[config.mk]
export PLATFORM = sky130hd
export DESIGN_NAME = decoder_7segment_main
export DESIGN_NICKNAME = d
export VERILOG_FILES = /design/src/rtl/decoder_7segment_main.sv
export SDC_FILE = /design/constraint.sdc
export NUM_CORES = 1
export LEC_CHECK = 0
export CAP_MARGIN = 0
export CORE_AREA = 8 8 45 47
export DETAILED_ROUTE_END_ITERATION = 10
export DIE_AREA = 0 0 53 55
export PLACE_DENSITY_LB_ADDON = 0.08
export SYNTH_ARGS = -nofsm -noshare
export SYNTH_HDL_FRONTEND = slang
export SYNTH_SLANG_ARGS = --single-unit
[constraint.sdc]
create_clock -name clk -period 1.7 [get_ports clk]
set_clock_uncertainty 0.2 [all_clocks]
set_input_delay 0.17 -clock clk [delete_from_list [all_inputs] [get_ports clk]]
set_output_delay 0.17 -clock clk [all_outputs]
set_load 0.01 [all_outputs]
[src/rtl/decoder_7segment_main.sv]
// -----------------------------------------------------------------------------
// decoder_7segment_main
//
// Registered hex-to-7-segment decoder. Decodes a 4-bit nibble A (0..F) into the
// segment drive for one seven-segment digit (0-9, A b C d E F). The output is
// taken straight from a 7-bit register, so the display pins cannot glitch.
//
// Parameters
//   ACTIVE_LOW  0 = active-high segment drive (common cathode)
//               1 = inverted segment drive (common anode)
//
// Ports
//   clk    in   1  clock, rising edge
//   rst    in   1  asynchronous, active-high reset (all segments off)
//   en     in   1  load enable; Y only updates when en=1
//   lt     in   1  lamp test (only with DECODER7SEG_LAMP_TEST_EN defined)
//   blank  in   1  forces all segments off, beats the decode
//   A      in   4  hex digit to display
//   Y      out  7  segment drive {a,b,c,d,e,f,g}; Y[6]=a ... Y[0]=g
//
// Build option
//   DECODER7SEG_LAMP_TEST_EN  when defined, adds port lt. lt=1 with en=1 loads
//   all segments on. Priority at the sampled edge: rst > lt > blank > decode.
//   When undefined there is no lt port and no lamp-test logic.
// -----------------------------------------------------------------------------
module decoder_7segment_main #(
   parameter bit ACTIVE_LOW = 1'b0
) (
   input  logic       clk,
   input  logic       rst,
   input  logic       en,
`ifdef DECODER7SEG_LAMP_TEST_EN
   input  logic       lt,
`endif
   input  logic       blank,
   input  logic [3:0] A,
   output logic [6:0] Y
);

   // Segment patterns are built active-high and inverted once at the end.
   localparam logic [6:0] SEG_ALL_OFF = 7'h00;
   localparam logic [6:0] SEG_ALL_ON  = 7'h7F;
   localparam logic [6:0] PIN_OFF     = ACTIVE_LOW ? ~SEG_ALL_OFF : SEG_ALL_OFF;

   logic [6:0] y_q;
   logic [6:0] y_d;
   logic [6:0] seg_hi;     // decoded pattern, active-high
   logic [6:0] load_hi;    // pattern chosen for loading, active-high

   // Full 16-entry table: every nibble is a displayable hex digit.
   always_comb begin
      seg_hi = SEG_ALL_OFF;
      unique case (A)
         4'h0: seg_hi = 7'h7E;
         4'h1: seg_hi = 7'h30;
         4'h2: seg_hi = 7'h6D;
         4'h3: seg_hi = 7'h79;
         4'h4: seg_hi = 7'h33;
         4'h5: seg_hi = 7'h5B;
         4'h6: seg_hi = 7'h5F;
         4'h7: seg_hi = 7'h70;
         4'h8: seg_hi = 7'h7F;
         4'h9: seg_hi = 7'h7B;
         4'hA: seg_hi = 7'h77;
         4'hB: seg_hi = 7'h1F;
         4'hC: seg_hi = 7'h4E;
         4'hD: seg_hi = 7'h3D;
         4'hE: seg_hi = 7'h4F;
         4'hF: seg_hi = 7'h47;
      endcase
   end

   always_comb begin
      load_hi = seg_hi;
`ifdef DECODER7SEG_LAMP_TEST_EN
      if (lt) begin
         load_hi = SEG_ALL_ON;
      end else if (blank) begin
         load_hi = SEG_ALL_OFF;
      end
`else
      if (blank) begin
         load_hi = SEG_ALL_OFF;
      end
`endif
   end

   // Hold when en=0; A, blank (and lt) are ignored then.
   always_comb begin
      y_d = y_q;
      if (en) begin
         y_d = ACTIVE_LOW ? ~load_hi : load_hi;
      end
   end

   always_ff @(posedge clk or posedge rst) begin
      if (rst) begin
         y_q <= PIN_OFF;
      end else begin
         y_q <= y_d;
      end
   end

   assign Y = y_q;

endmodule

==> results of run 1 <==
synth_stat cells, drive strengths merged:
cell and count:
inv 8, dfrtp 7, ha 6, a22o 3, a31oi 3, nor2b 3, o2bb2ai 3, buf 2
mux2i 2, nor2 2, nor3 2, o21ai 2, a31o 1, and2b 1, mux4 1, nand2 1
nand2b 1, nand3b 1, o31a 1, o32ai 1
final cells by class:
type	instances	area share
tap	16	0.0254
clock buffer	4	0.0333
inverter	8	0.0380
timing repair buffer	26	0.295
sequential	7	0.222
multi-input combinational	34	0.387
per-stage QoR:
step           setup slack [ns]   util
2_1_floorplan             0.314      -
3_3_place_gp             -0.200  0.535
3_5_place_dp             -0.223  0.535
4_1_cts                  0.0332  0.561
5_1_grt                 0.00114  0.571
6_report                 0.0369  0.571
logic make-up after synthesis:
group,Yosys count,synth area share
AND/OR/NAND/NOR,11,0.119
adder cells (fa/ha/maj),6,0.146
buffers and inverters,10,0.0900
multiplexers,3,0.0827
AO/OA/AOI/OAI,14,0.221
flip-flops,7,0.341
report_power, final:
part	total (mW)	switching, mW	leakage [nW]	internal (mW)
Combinational	0.160	0.0654	0.270	0.0947
Clock	0.149	0.0595	0.0150	0.0895
Sequential	0.196	0.0116	0.0886	0.184
Total	0.505	0.137	0.373	0.368
timing repair:
item | CTS | global route
endpoints found under the setup margin | 0 | 2
gates resized for setup | 0 | 1
endpoints found under the hold margin | 7 | 0
hold buffers | 1 | 0
buffers inserted | 0 | 0
path summary, 6_finish.rpt:
| path | endpoint |
|---|---|
| min in group asynchronous | Y[3] |
| setup / recovery | Y[3] |
| hold / removal | Y[6] |
| hold reg to reg | Y[6] |
| max in group asynchronous | Y[6] |
| setup reg to reg | Y[2] |
metal layers:
| metal | up-vias | share of wire |
|---|---|---|
| met2 | 16 | 0.47 |
| met1 | 210 | 0.45 |
| met5 | - | 0 |
| met3 | 2 | 0.066 |
| met4 | 0 | 0.012 |
| li1 | 235 | - |
==> flow_metrics.py, run 1 <==
metrics = {
    "outcome": {
        "outcome": "completed",
    },
    "run": {
        "drv_cap": 0,
    },
    "sta": {
        "tightestPinTransition_ns": 0.249,
        "hold_violations": 0,
        "holdWs_ns": 0.308,
        "setup-tns-final_ns": 0,
        "slew-limit-headroom": 0.834,
        "rsz0062_at_grt": "false",
        "fmax_ghz": 0.601,
        "final.period_utilization": 0.978,
        "finalMaxSlewViolations": 0,
        "fin_crit_ns": 1.66,
        "setup_viol": 0,
    },
    "setup_path": {
        "worst-r2r-setup-slack_ns": 0.76,
        "cp.arrival_ns": 1.64,
        "crit_chain": "clkdlybuf4s50_1 -> inv_1 -> ha_4 -> inv_1 -> mux4_2 -> o2bb2ai_2",
        "crit_path_end_kind": "register",
        "rr_startpoint": "Y[2]",
        "start_kind": "input port",
        "crit_start": "A[0]",
        "r2r_cells": 1,
        "cp_slowest_cell": "clkdlybuf4s50_1",
        "worst-path-buf-inv": 3,
        "required_ns": 1.68,
        "crit_family": "buffers and inverters",
        "cp_common_cell": "inv_1",
        "slowest_delay_ns": 0.48,
        "path_depth": 6,
        "path_max_fanout": 3,
        "path_class": "in2reg",
    },
    "logic_synthesis": {
        "syn_inst": 51,
        "ys_seq_area_frac": 0.341,
        "yosys_warnings": 0,
        "synth.cell_area_um2": 514,
        "yosysTopAreaCellShare": 0.341,
        "postSynthAreaPerCell_um2": 10.1,
        "synthTopCellsByArea": "dfrtp_1 (34%), ha_1 (15%), inv_1 (5.8%)",
        "yosys_register_bits": 7,
        "yosys.area.top_type": "dfrtp_1",
        "syn_nets": 65,
        "synth_cell_type_count": 22,
    },
    "cells_and_area": {
        "seq_area_um2": 175,
        "fin_cells": 95,
        "drive_gt1_frac": 0.228,
        "finalNetCount": 94,
        "mostFrequentLayoutCells": "clkdlybuf4s50_1 (14), buf_4 (11), inv_1 (8), dfrtp_1 (7), ha_1 (5)",
        "fillCellCount": 141,
        "fin_area_um2": 790,
        "largest_register_ff_count": 7,
        "multiInputGateArea_um2": 305,
        "final_common_cell": "clkdlybuf4s50_1",
        "antenna_cells": 0,
        "area_growth_pct": 53.5,
    },
    "global_routing": {
        "grt_pass1_vias": 502,
        "grt_use_met1": 0.113,
        "grt_use_met2": 0.160,
        "grt_pass1_wl_um": 2100,
        "gr-usage-all-layers": 0.0951,
        "antenna_found_initial": 0,
        "globalRouteOverflowTotal": 0,
        "met3_usage": 0.0160,
        "grt_max_degree": 10,
        "top_usage_layer": "met2",
    },
    "clocking": {
        "clock_latency_ns": 0.25,
        "htree_num_levels": 1,
        "cts_root_buffer": "clkbuf_4",
        "cts_buffers": 3,
        "cts_tree": "done",
        "clkTransAtPathRegs_ns": 0.05,
        "clkSinkCount": 7,
        "cts.path.max_buffers": 2,
    },
    "route": {
        "vias": 463,
        "drtPass1Iterations": 4,
        "drc_errors": 0,
        "wl_per_cell_um": 13.0,
        "drt-initial-drc-count": 18,
        "via_per_inst": 4.87,
        "drt_wl_total_um": 1240,
        "ant_nets": 0,
    },
    "hold_path": {
        "hold_depth": 1,
        "min_from": "Y[6]",
        "hold_path_class": "reg2reg",
    },
    "die": {
        "start_util": 0.372,
        "die-area_mm2": 0.00292,
        "fp-row-count": 14,
        "placeableCoreArea_mm2": 0.00138,
        "ioPinCount": 15,
        "die_w_um": 53,
        "die_h_um": 55,
    },
    "placed_design": {
        "dp_hpwl_um": 1040,
        "dp_cells": 90,
        "io_buffers": 14,
        "gp_congestion": 0.756,
        "dpl_cell_area_um2": 741,
    },
    "power": {
        "vdd_drop_max_v": 0.000220,
        "p_per_area_mw_per_mm2": 640,
        "p_leak_nw": 0.373,
        "power_mw": 0.505,
    },
}
(Power assumes the default switching activity.)
==> inputs of run 2 (changes only) <==
==> constraint.sdc (replaced) <==
create_clock -name clk -period 1.9 [get_ports clk]
set_clock_uncertainty 0.2 [all_clocks]
set_input_delay 0.19 -clock clk [delete_from_list [all_inputs] [get_ports clk]]
set_output_delay 0.19 -clock clk [all_outputs]
set_load 0.01 [all_outputs]
==> run 2 against run 1 <==
  * First-iteration DRC count fell by 33%
  * Highest routed layer unchanged
  * Cell area fell by 4.4%
  * Worst setup slack improved by 0.18 ns
  * Clock power fell by 11%
  * Sequential share of layout area rose by 1.0 points
  * Critical endpoint unchanged
  * Sequential power fell by 11%
  * Combinational power fell by 15%
  * Hold slack got worse by 0.018 ns
  * Critical path depth did not move
==> flow_metrics.py, run 2 (synthesis gave the netlist of run 1 again) <==
metrics = {
    "power": {
        "power_mw": 0.443,
        "p_leak_nw": 0.359,
        "p_per_area_mw_per_mm2": 587,
        "power.share.clock": 0.301,
        "combPwrFrac": 0.307,
        "internal-power_mw": 0.324,
        "vdd_drop_max_v": 0.000198,
        "swShare": 0.269,
        "p_sw_mw": 0.119,
        "seqPwrFrac": 0.392,
    },
    "clocking": {
        "htree_num_levels": 1,
        "clkSinkCount": 7,
        "cts_resized": 0,
        "cts_tree": "done",
        "cts_buffers": 3,
        "postCtsSetupBuffers": 0,
        "clock_latency_ns": 0.25,
        "cts_root_buffer": "clkbuf_4",
        "clkTransAtPathRegs_ns": 0.05,
        "cts.path.max_buffers": 2,
    },
    "cells_and_area": {
        "fillCellCount": 142,
        "area_growth_pct": 46.7,
        "finalNetCount": 91,
        "antenna_cells": 0,
        "drive_gt1_frac": 0.184,
        "mostFrequentLayoutCells": "clkdlybuf4s50_1 (14), inv_1 (8), buf_4 (8), dfrtp_1 (7), ha_1 (6)",
        "largest_register_ff_count": 7,
        "final_common_cell": "clkdlybuf4s50_1",
    },
    "global_routing": {
        "antenna_found_initial": 0,
        "gr-usage-all-layers": 0.0891,
        "grt_max_degree": 11,
        "grt_pass1_vias": 440,
        "globalRouteOverflowTotal": 0,
        "grt_pass1_wl_um": 1910,
    },
    "route": {
        "drt-initial-drc-count": 12,
        "vias": 451,
        "wl_per_cell_um": 12.9,
        "drt_wl_total_um": 1190,
        "ant_nets": 0,
        "drtPass1Iterations": 4,
        "via_per_inst": 4.90,
        "drc_errors": 0,
    },
    "die": {
        "die-area_mm2": 0.00292,
        "fp-row-count": 14,
        "die_w_um": 53,
        "die_h_um": 55,
        "ioPinCount": 15,
        "placeableCoreArea_mm2": 0.00138,
        "start_util": 0.372,
    },
    "sta": {
        "hold_violations": 0,
        "holdWs_ns": 0.290,
        "rsz0062_at_grt": "false",
        "slew-limit-headroom": 0.758,
        "tightestPinTransition_ns": 0.361,
        "fin_crit_ns": 1.69,
        "final.period_utilization": 0.887,
        "setup_viol": 0,
        "finalMaxSlewViolations": 0,
        "fmax_ghz": 0.593,
    },
    "setup_path": {
        "path_class": "in2reg",
        "required_ns": 1.88,
        "crit_path_end_kind": "register",
        "start_kind": "input port",
        "cp.arrival_ns": 1.67,
        "path_max_fanout": 3,
    },
    "outcome": {
        "outcome": "completed",
    },
    "placed_design": {
        "dp_hpwl_um": 945,
        "io_buffers": 14,
        "gp_congestion": 0.778,
    },
    "run": {
        "drv_cap": 0,
    },
    "hold_path": {
        "hold_path_class": "reg2reg",
    },
}
[run 2: changes by cell type in the layout (fill, tap and decap cells not counted)]
cell   previous run  this run
ha_4              1         0
ha_1              5         6
buf_4            11         8
[run 2: power by group through the flow]
stage                     sequential, mW  clock [mW]  combinational (mW)
final                              0.174       0.133               0.136
after global placement             0.176           0               0.135
after floorplan                    0.183           0              0.0561
after global routing               0.176       0.145               0.149
after detailed placement           0.176           0               0.135
after CTS                          0.174       0.138               0.138
[run 2: final timing paths]
kind / cells past startpoint / startpoint / slack, ns / to
min in group asynchronous: 3 / rst / 0.52 / Y[4]
min reg2reg: 1 / Y[6] / 0.29 / Y[6]
max: 6 / A[0] / 0.21 / Y[3]
min: 1 / Y[6] / 0.29 / Y[6]
max in group asynchronous: 3 / rst / 0.78 / Y[0]
max reg2reg: 1 / Y[4] / 0.99 / Y[4]
[run 2: area by class of cell]
| class | instances | area (um2) | area share |
|---|---|---|---|
| multi-input cells | 34 | 293 | 0.388 |
| repair buffers | 23 | 210 | 0.279 |
| flip-flops and latches | 7 | 175 | 0.232 |
| inverters | 8 | 30.0 | 0.0398 |
| clock buffers | 4 | 26.3 | 0.0348 |
| well taps | 16 | 20.0 | 0.0265 |
[run 2: critical path, cell delays in order]
cell	delay (ns)
clkdlybuf4s50_1	0.47
inv_1	0.07
ha_1	0.30
inv_1	0.04
mux4_2	0.45
o2bb2ai_2	0.14
[run 2: what timing repair did]
item,CTS,global route
hold endpoints to repair,7,0
hold buffers,1,0
endpoints found under the setup margin,0,0
[run 2: stage by stage]
stage                     area [um2]  cells  setup TNS, ns  setup slack, ns   util
after floorplan                  514     51              0            0.494      -
after global placement           718     87        -0.0183          -0.0183  0.519
after detailed placement         718     87        -0.0348          -0.0348  0.519
after CTS                        754     92              0            0.225  0.545
after global routing             754     92              0            0.173  0.545
final                            754     92              0            0.215  0.545
[run 2: metal layers]
layer,vias up,GRT usage,share of wire
li1,230,-,-
met1,203,0.107,0.44
met2,16,0.137,0.47
met3,2,0.0214,0.076
met4,0,0.0647,0.014
met5,-,0,0
==> inputs of run 3 (changes only) <==
--- a/config.mk
+++ b/config.mk
@@ -9,7 +9,8 @@
 export CORE_AREA = 8 8 45 47
 export DETAILED_ROUTE_END_ITERATION = 10
 export DIE_AREA = 0 0 53 55
-export PLACE_DENSITY_LB_ADDON = 0.08
+export PLACE_DENSITY = 0.72
+export REMOVE_ABC_BUFFERS = 1
 export SYNTH_ARGS = -nofsm -noshare
 export SYNTH_HDL_FRONTEND = slang
 export SYNTH_SLANG_ARGS = --single-unit
==> run 3 against run 2 <==
  * Final cell count rose by 2.2%
  * Combinational power barely moved
  * Highest routed layer unchanged
  * Die area did not move
  * Register-to-register slack got worse by 0.03 ns
  * First-iteration DRC count fell by 25%
  * Hold slack got worse by 0.0024 ns
  * Critical path type unchanged
  * Critical path depth did not move
  * Utilization rose by 1.1 points
  * Wire length rose by 7.9%
  * Via count rose by 0.67%
  * Largest cell class unchanged
==> flow_metrics.py, run 3 (synthesis gave the netlist of run 1 again) <==
metrics = {
    "outcome": {
        "outcome": "completed",
    },
    "clocking": {
        "clkTransAtPathRegs_ns": 0.05,
        "clock_latency_ns": 0.24,
        "htree_num_levels": 1,
        "clkSinkCount": 7,
        "cts_root_buffer": "clkbuf_4",
        "cts_resized": 0,
        "cts_buffers": 3,
        "cts_tree": "done",
        "postCtsSetupBuffers": 0,
        "cts.path.max_buffers": 2,
    },
    "route": {
        "drt_wl_total_um": 1280,
        "drt-initial-drc-count": 9,
        "wl_per_cell_um": 13.6,
        "highest-signal-layer": "met4",
        "via_per_inst": 4.83,
        "wl_met3_um": 77,
        "vias": 454,
        "ant_nets": 0,
        "met1Wirelength_um": 504,
        "drc_errors": 0,
        "met2WireLength_um": 683,
        "drtPass1Iterations": 4,
    },
    "die": {
        "die_h_um": 55,
        "die-area_mm2": 0.00292,
        "die_w_um": 53,
        "ioPinCount": 15,
        "fp-row-count": 14,
        "placeableCoreArea_mm2": 0.00138,
        "start_util": 0.372,
    },
    "setup_path": {
        "cp.arrival_ns": 1.66,
        "crit_path_end_kind": "register",
        "rr_startpoint": "Y[5]",
        "timing.rr.end": "Y[5]",
        "r2r_cells": 1,
        "worst-r2r-setup-slack_ns": 0.96,
        "slowest_delay_ns": 0.48,
        "path_max_fanout": 3,
        "path_class": "in2reg",
        "crit_start": "A[1]",
        "crit_chain": "clkdlybuf4s50_1 -> inv_1 -> ha_1 -> inv_1 -> mux4_2 -> o2bb2ai_2",
        "start_kind": "input port",
        "required_ns": 1.87,
        "cp_slowest_cell": "clkdlybuf4s50_1",
        "crit_end": "Y[3]",
        "cp_common_cell": "inv_1",
    },
    "sta": {
        "fin_crit_ns": 1.69,
        "slew-limit-headroom": 0.827,
        "final.period_utilization": 0.888,
        "setup-tns-final_ns": 0,
        "hold_violations": 0,
        "rsz0062_at_grt": "false",
        "tightestPinTransition_ns": 0.260,
        "fmax_ghz": 0.593,
        "timing.final.ws_setup_ns": 0.213,
        "finalMaxSlewViolations": 0,
        "setup_viol": 0,
    },
    "cells_and_area": {
        "finalNetCount": 93,
        "antenna_cells": 0,
        "drive_gt1_frac": 0.205,
        "final_util": 0.556,
        "area_growth_pct": 49.6,
        "mostFrequentLayoutCells": "clkdlybuf4s50_1 (14), buf_4 (10), inv_1 (8), dfrtp_1 (7), ha_1 (6)",
        "fin_area_um2": 769,
        "final_common_cell": "clkdlybuf4s50_1",
        "fillCellCount": 131,
        "largest_register_ff_count": 7,
    },
    "placed_design": {
        "dpl_cell_area_um2": 733,
        "gp_congestion": 0.805,
        "io_buffers": 14,
        "dp_hpwl_um": 1060,
        "post-place-ws_ns": -0.0470,
    },
    "global_routing": {
        "antenna_found_initial": 0,
        "gr-usage-all-layers": 0.0966,
        "grt_pass1_wl_um": 2100,
        "grt_pass1_vias": 474,
        "grt_max_degree": 10,
        "globalRouteOverflowTotal": 0,
    },
    "power": {
        "vdd_drop_max_v": 0.000207,
        "p_leak_nw": 0.368,
        "p_per_area_mw_per_mm2": 577,
    },
    "hold_path": {
        "hold_path_class": "reg2reg",
    },
    "run": {
        "drv_cap": 0,
    },
}
-- run 3: cell count changes in the layout (fill, tap and decap cells not counted), sizes merged --
cell,change
buf,+2
-- run 3: worst min-delay path by stage --
stage / startpoint / to / slack (ns) / cells after the start
2_1_floorplan: rst / Y[0] / -0.21 / 1
3_3_place_gp: rst / Y[3] / 0.23 / 2
3_5_place_dp: rst / Y[4] / 0.26 / 2
4_1_cts: Y[6] / Y[6] / 0.29 / 1
5_1_grt: Y[6] / Y[6] / 0.32 / 1
6_report: Y[6] / Y[6] / 0.29 / 1
-- run 3: metal layers --
layer  vias up  GRT usage
met3         2     0.0160
met4         0     0.0517
met2        10      0.182
met5         -          0
li1        236          -
met1       206      0.100
-- run 3: what timing repair did --
| item | CTS | global route |
|---|---|---|
| hold buffers | 1 | 0 |
| endpoints found under the setup margin | 0 | 0 |
| endpoints found under the hold margin | 7 | 0 |
-- run 3: through the flow --
step / hold WS [ns] / instances / power (mW)
3_3_place_gp: 0.230 / 89 / 0.311
6_report: 0.287 / 94 / 0.444
2_1_floorplan: -0.207 / 49 / 0.232
3_5_place_dp: 0.258 / 89 / 0.316
5_1_grt: 0.317 / 94 / 0.477
4_1_cts: 0.290 / 94 / 0.452
-- run 3: final cells by class --
type,count,area (um2),area share
Sequential cell,7,175,0.228
Tap cell,16,20.0,0.0260
Multi-Input combinational cell,34,293,0.380
Clock buffer,4,26.3,0.0341
Timing Repair Buffer,25,225,0.293
Inverter,8,30.0,0.0390
-- run 3: report_power, final --
part	internal [mW]	switching [mW]
clock network	0.0799	0.0507
logic	0.0819	0.0573
registers	0.165	0.00975
-- run 3: worst max-delay path, delay by kind of cell --
kind / cells / cell delay (ns)
buffers and inverters: 3 / 0.60
multiplexers: 1 / 0.45
adder cells (fa/ha/maj): 1 / 0.28
AO/OA/AOI/OAI: 1 / 0.14
